File: config.mk
export PLATFORM = sky130hd
export DESIGN_NAME = lcd_frame_arbiter
export DESIGN_NICKNAME = d
export VERILOG_FILES = /design/src/rtl/lcd_frame_arbiter_pkg.sv /design/src/rtl/lcd_frame_arbiter_rr_arb2.sv /design/src/rtl/lcd_frame_arbiter.sv
export SDC_FILE = /design/constraint.sdc
export NUM_CORES = 1
export LEC_CHECK = 0
export ABC_CLOCK_PERIOD_IN_PS = 2980
export CORE_MARGIN = 1
export CORE_UTILIZATION = 50
export DETAILED_ROUTE_END_ITERATION = 10
export HOLD_SLACK_MARGIN = 0.02
export PLACE_DENSITY_LB_ADDON = 0.15
export SLEW_MARGIN = 15
export SYNTH_ARGS = -nofsm -noshare
export SYNTH_HDL_FRONTEND = slang
export SYNTH_SLANG_ARGS = --single-unit
File: constraint.sdc
create_clock -name CLK -period 2.98 [get_ports CLK]
set_clock_uncertainty 0.15 [all_clocks]
set_input_delay 0.447 -clock CLK [delete_from_list [all_inputs] [get_ports CLK]]
set_output_delay 0.447 -clock CLK [all_outputs]
set_load 0.03 [all_outputs]
File: src/rtl/lcd_frame_arbiter_pkg.sv
`default_nettype none
// +----------------------------------------------------------------------+
// | lcd_frame_arbiter_pkg: shared constants and FSM states for the frame |
// | Revision: 1.0                                                        |
// +----------------------------------------------------------------------+
package lcd_frame_arbiter_pkg;

  localparam int         LCD_LINE_LEN   = 16;
  localparam logic [7:0] LCD_LINE2_BASE = 8'h40;
  localparam logic [7:0] ASCII_SPACE    = 8'h20;
  localparam int         FRAME_CELLS    = 2 * LCD_LINE_LEN;

  typedef enum logic [0:0] {
    ST_CLEAR = 1'b0,
    ST_IDLE  = 1'b1
  } frame_state_e;

endpackage
`default_nettype wire

File: src/rtl/lcd_frame_arbiter_rr_arb2.sv
`default_nettype none
// +----------------------------------------------------------------------+
// | lcd_frame_arbiter_rr_arb2: 2-way round-robin arbiter, one-hot grant  |
// | Revision: 1.0                                                        |
// +----------------------------------------------------------------------+
module lcd_frame_arbiter_rr_arb2 #(
  parameter logic RR_INIT = 1'b0
) (
  input  logic clk_i,
  input  logic rst_ni,
  input  logic en_i,
  input  logic req0_i,
  input  logic req1_i,
  output logic gnt0_o,
  output logic gnt1_o
);

  logic ptr_q;

  // ptr_q names the client that wins the next contended cycle.
  assign gnt0_o = en_i & req0_i & (~req1_i | ~ptr_q);
  assign gnt1_o = en_i & req1_i & (~req0_i |  ptr_q);

  always_ff @(posedge clk_i) begin
    if (!rst_ni) begin
      ptr_q <= RR_INIT;
    end else if (gnt0_o) begin
      ptr_q <= 1'b1;
    end else if (gnt1_o) begin
      ptr_q <= 1'b0;
    end
  end

endmodule
`default_nettype wire

File: src/rtl/lcd_frame_arbiter.sv
`default_nettype none
// +----------------------------------------------------------------------+
// | lcd_frame_arbiter: 2x16 LCD character frame, shared by two writers   |
// | Revision: 1.0                                                        |
// +----------------------------------------------------------------------+
module lcd_frame_arbiter
  import lcd_frame_arbiter_pkg::*;
#(
  parameter logic [7:0] FILL_CHAR = ASCII_SPACE,
  parameter logic       RR_INIT   = 1'b0
) (
  input  logic       CLK,
  input  logic       RST_N,
  input  logic       CLR,
  input  logic       REQ0,
  input  logic [4:0] ADDR0,
  input  logic [7:0] DATA0,
  output logic       GNT0,
  input  logic       REQ1,
  input  logic [4:0] ADDR1,
  input  logic [7:0] DATA1,
  output logic       GNT1,
  input  logic [7:0] INDEX,
  output logic [7:0] CHAR,
  output logic       BUSY
);

  localparam int                CNT_W    = $clog2(FRAME_CELLS);
  localparam logic [CNT_W-1:0]  CLR_LAST = CNT_W'(FRAME_CELLS - 1);

  frame_state_e     state_q;
  logic [CNT_W-1:0] clr_cnt_q;
  logic [7:0]       frame_q [FRAME_CELLS];
  logic             arb_en;
  logic             line1_hit;
  logic             line2_hit;
  logic [4:0]       rd_addr;

  always_ff @(posedge CLK) begin
    if (!RST_N || CLR) begin
      state_q   <= ST_CLEAR;
      clr_cnt_q <= '0;
    end else if (state_q == ST_CLEAR) begin
      if (clr_cnt_q == CLR_LAST) begin
        state_q <= ST_IDLE;
      end else begin
        clr_cnt_q <= clr_cnt_q + 1'b1;
      end
    end
  end

  assign BUSY   = (state_q == ST_CLEAR);
  assign arb_en = RST_N & ~CLR & (state_q == ST_IDLE);

  lcd_frame_arbiter_rr_arb2 #(
    .RR_INIT (RR_INIT)
  ) u_arb (
    .clk_i  (CLK),
    .rst_ni (RST_N),
    .en_i   (arb_en),
    .req0_i (REQ0),
    .req1_i (REQ1),
    .gnt0_o (GNT0),
    .gnt1_o (GNT1)
  );

  // Single write port with no reset so the frame maps onto a RAM.
  always_ff @(posedge CLK) begin
    if (state_q == ST_CLEAR) begin
      frame_q[clr_cnt_q] <= FILL_CHAR;
    end else if (GNT0) begin
      frame_q[ADDR0] <= DATA0;
    end else if (GNT1) begin
      frame_q[ADDR1] <= DATA1;
    end
  end

  assign line1_hit = (INDEX[7:4] == 4'h0);
  assign line2_hit = (INDEX[7:4] == LCD_LINE2_BASE[7:4]);
  assign rd_addr   = {line2_hit, INDEX[3:0]};
  assign CHAR      = (BUSY || !(line1_hit || line2_hit)) ? FILL_CHAR : frame_q[rd_addr];

endmodule
`default_nettype wire
---- Word level (Yosys, flattened, before mapping) ----
Memory sizes are Yosys's and may differ from the RTL's.
Cells that the tools add are included.
word-level totals
  register bits after elaboration ......... 7
  RAM bits ................................ 256
  input port bits ......................... 39
  word-level logic and storage cells ...... 50
  memories ................................ 1
memories
  name     depth  width  rd ports  clocked after memory_dff  wr ports  line                     RTL
  frame_q  32     8      1         0                         1         lcd_frame_arbiter.sv:33  logic [7:0] frame_q [FRAME_CELLS];
operators by class
  $add $sub $neg .......................... 1
  equality and inequality tests ........... 2
  mux-type cells .......................... 19
  bitwise operators ....................... 14
  reduce and logical (&&, ||, !) cells .... 10
operator list
  operator                                       number
  two-way mux 8 bit                              3
  OR reduction 8 bit                             2
  two-way mux 1 bit                              14
  two-way mux 5 bit                              2
  AND 1 bit                                      6
  NOT 1 bit                                      6
  adder 5 x 1 -> 5 bit, second input constant    1
  == test 5 bit, second input constant           1
  == test 4 x 3 -> 1 bit, second input constant  1
  zero test 4 bit                                1
  logical OR 1 bit                               3
  zero test 1 bit                                2
  bitwise OR 1 bit                               2
  AND reduction 2 bit                            1
  nonzero test 2 bit                             1

---- Depth between registers and ports, before layout ----
  word-level depth ........................ 11
  depth in mapped cells ................... 7

---- Hierarchy ----
From an unflattened synthesis, not the netlist that was laid out.
second synthesis, totals
  cells, all modules ...................... 524
  area, all modules ....................... 10482.6 um2
by module, submodules not included
  module                     times used  cells an instance  area an instance (um2)  seq. area each (um2)
  lcd_frame_arbiter          1           515                10423.7                 7807.5
  lcd_frame_arbiter_rr_arb2  1           9                  58.8                    20.0

---- Worst setup path before layout ----
Ideal clock, no wire load.
  path type ............................... input to register
  start point ............................. input CLR
  end point ............................... memory frame_q[21][0] (enable)
  library setup time ...................... 398 ps
  arrival ................................. 2373 ps
  data required time ...................... 2432 ps
  setup slack ............................. 60 ps
  stages .................................. 6
  path buffers ............................ 1
  path through ............................ nand3b_2 buf_6 nor4_1 a31oi_2 nand2b_1 nor4b_1
on the way
  longest elaborated chain between the ends .. 11
  elaborated cells between the ends (all ways) .. 20
  classes of those cells .................. 11 x mux; 7 x bitwise; 2 x reduce/logical
ends and longest elaborated chain
  element                                                                   line                                                              RTL
  start: declaration                                                        lcd_frame_arbiter.sv:14                                           input logic CLR,
  NOT 1 bit *                                                               lcd_frame_arbiter.sv:53                                           assign arb_en = RST_N & ~CLR & (state_q == ST_IDLE);
  AND 1 bit * (2 in series)                                                 lcd_frame_arbiter.sv:53
  AND 1 bit (on tied branches) (2 in series)                                lcd_frame_arbiter_rr_arb2.sv:21, lcd_frame_arbiter_rr_arb2.sv:22
  two-way mux 1 bit (on tied branches)                                      lcd_frame_arbiter.sv:71, lcd_frame_arbiter.sv:73
  two-way mux 1 bit (on tied branches)                                      lcd_frame_arbiter.sv:69, lcd_frame_arbiter.sv:71
  two-way mux 1 bit (on tied branches)                                      lcd_frame_arbiter.sv:72, lcd_frame_arbiter.sv:69
  OR reduction 8 bit (no line) / two-way mux 1 bit (equally long branches)  -
  two-way mux 5 bit (no line) (tied with other cells)                       -
  two-way mux 5 bit (no line) / two-way mux 1 bit (equally long branches)   -
  end: declaration                                                          lcd_frame_arbiter.sv:33
Mark *: on every way between the ends. The rest lies on a longest branch, timed or not.

---- Final worst setup path ----
  start point ............................. memory frame_q[31][6]
  end point ............................... output CHAR[6]
on the way
  longest elaborated chain between the ends .. 2
ends and longest elaborated chain
  element              line                     RTL
  memory (32 x 8 bit)  -
  two-way mux 8 bit    lcd_frame_arbiter.sv:81  assign CHAR = (BUSY || !(line1_hit || line2_hit)) ? FILL_CHAR : frame_q[rd_addr];
  end: declaration     lcd_frame_arbiter.sv:24  output logic [7:0] CHAR,
Every way passes these cells.

==> flow_summary.ini <==
[synthesis]
ys_ff_latch = 263
synth-edff-count = 256
yosysUniqueCellTypes = 57
yosys_warnings = 0
syn_nets = 585
synth-main-ff-cell = edfxtp_1
async_flop_share = 0
ys_seq_area_frac = 0.7320
synth_area_per_cell_sq_um = 19.66
syn_area_sq_um = 10690
syn-instance-count = 544

[detailed_routing]
drc = 0
routed_wl_mm = 22.36
vias_per_cell = 5.839
wl_per_cell_microns = 23.46
ant_nets = 0
dr_total_vias = 5565
drt_first_pass_iters = 7
drt_iter0_markers = 462

[finish]
area_delta_synth_final_pct = 20.57
final_cell_count_no_fill = 953
finalNetCount = 698
layout_common_cells = 256 x edfxtp_1, 58 x buf_4, 56 x mux4_2
fin_area_sq_um = 12890
diodes = 0
final_common_cell = edfxtp_1
layout-drive-gt1-share = 0.2876

[clock_network]
cts_sinks = 263
clk_pin_slew_worst_paths_ns = 0.06
cts_buffers = 27
cts_tree = done
htree_num_levels = 1
root_buffer = clkbuf_16
cts_hold_buf = 0
clock_latency_ns = 0.54
postCtsSetupRepairBufs = 0
cts_buffer_depth = 3

[timing]
rsz0062_at_grt = no
timing.hold.ws_ns = 0.3707
slew_violations = 0
period_minus_slack_ns = 2.852
final-setup-viol-count = 0
period_share = 0.9570
hold_violations = 0
slew-limit-headroom = 0.6152
fin_tns_setup_ns = 0
fmax_mhz = 350.6
tightest_slew_ns = 0.5772

[critical_path]
crit_chain = mux4_2 -> mux2i_1 -> o22a_1 -> o221ai_1 -> buf_4
path_delay_family = multiplexers
start_kind = flop
path_class = flop to output pin
crit_required_ns = 2.38
end_kind = output pin
crit_path_max_incr_delay_ns = 0.50
cp_slowest_cell = mux4_2
cp_max_fo = 1
path_buf_inv = 1
crit_arrival_ns = 2.26

[pwr]
irDropWorstVdd_uv = 400.0
leakage_nw = 4.826
power.density_nw_per_um2 = 593.4

[placed_design]
place_area_sq_um = 11950
placed_cells = 903
numPortBuffers = 49
hpwl_mm = 14.74
gp_congestion = 0.9708

[grt]
gr-usage-all-layers = 0.2111
antenna_found_initial = 0
grt_max_degree = 33
grt_remaining_overflow = 0
grt_pass1_vias = 5690
grt_pass1_wl_mm = 34.04

[outcome]
status = finished clean

[min_path]
hold_class = flop to flop

[die]
ios = 50
chipWidth_microns = 148.2
die_area_sq_um = 21980
row_count = 53
core_area_sq_um = 21020
initial_core_util = 0.5087
die_y_microns = 148.2

[job]
cap_violations = 0
-- state kept, by name, summed over array words and instances (netlist names) --
signal       cells
state_q          1
clr_cnt_q        5
u_arb.ptr_q      1
frame_q        256
-- cell type report --
class / instances / area (sq um)
Inverter: 4 / 15.01
Timing Repair Buffer: 107 / 1026
Tap cell: 275 / 344.1
Multi-Input combinational cell: 254 / 2771
Clock buffer: 39 / 770.7
Sequential cell: 263 / 7829
Clock inverter: 11 / 137.6
Fill cell: 1476 / 8128
-- worst reg2reg max path: cells and delay by family (launching register included) --
family                 cells  cell delay (ns)
AND/OR/NAND/NOR            3             0.99
flip-flops                 1             0.39
buffers and inverters      1             0.25
AO/OA/AOI/OAI              2             0.50
-- worst paths after layout --
check                                 start  depth (start not counted)                         to  slack, ns
hold reg to reg   clr_cnt_q[4]$_SDFFE_PP0P_                          2  clr_cnt_q[4]$_SDFFE_PP0P_       0.37
setup reg to reg         state_q$_SDFF_PP0_                          6    frame_q[2][1]$_DFFE_PP_       0.39
hold / removal    clr_cnt_q[4]$_SDFFE_PP0P_                          2  clr_cnt_q[4]$_SDFFE_PP0P_       0.37
setup / recovery   frame_q[31][6]$_DFFE_PP_                          5                    CHAR[6]       0.13
-- power breakdown --
| part | internal (mW) | switching (mW) |
|---|---|---|
| combinational | 0.135 | 0.123 |
| clock | 2.05 | 1.32 |
| sequential | 4.01 | 0.00517 |
| total | 6.20 | 1.45 |
-- layer usage --
metal / track usage / share of wire
met3: 0.02515 / 0.052
met1: 0.3078 / 0.45
met2: 0.3317 / 0.47
met5: 0 / 0
met4: 0.07629 / 0.030
-- repair_timing --
action,CTS,global route
gates resized for setup,8,1
setup endpoints to repair,5,2
hold endpoints to repair,0,0
-- synth_stat cells (3+ instances only) --
master | number | area (sq um)
edfxtp_1 | 256 | 7687
mux4_2 | 56 | 1261
mux2i_1 | 40 | 400.4
nor2_1 | 36 | 135.1
nand3_1 | 11 | 55.05
nand2_1 | 10 | 37.54
buf_2 | 9 | 45.04
a22o_1 | 7 | 61.31
clkbuf_1 | 7 | 26.28
dfxtp_1 | 7 | 140.1
nor2b_1 | 7 | 43.79
o221ai_1 | 7 | 61.31
o22a_1 | 7 | 61.31
nand2b_1 | 6 | 37.54
a21oi_1 | 5 | 25.02
o21ai_0 | 5 | 25.02
a211oi_1 | 4 | 30.03
nand4_1 | 4 | 25.02
nor3_1 | 4 | 20.02
a221oi_1 | 3 | 26.28
buf_1 | 3 | 11.26
inv_1 | 3 | 11.26
nand3b_1 | 3 | 22.52
nor4_1 | 3 | 18.77
-- cell families after synthesis --
group	after synthesis	synth area share
muxes	97	0.1564
and+or+nand+nor	102	0.05499
adders and majority gates	2	0.002340
xor gates and xnor gates	3	0.002457
DFF	263	0.7320
AOI/OAI and AO/OA	50	0.03920
buffers and inverters	27	0.01264
-- metrics by stage --
stage          utilization  worst slack [ns]  total power [mW]
6_report            0.6134            0.1280             7.651
5_1_grt             0.6134           0.06756             7.840
4_1_cts             0.6132           0.05355             7.708
3_5_place_dp        0.5685           -0.1194             4.351
3_3_place_gp        0.5685           0.02357             4.346
2_1_floorplan            -           0.05958             4.239
(Power assumes the default switching activity.)
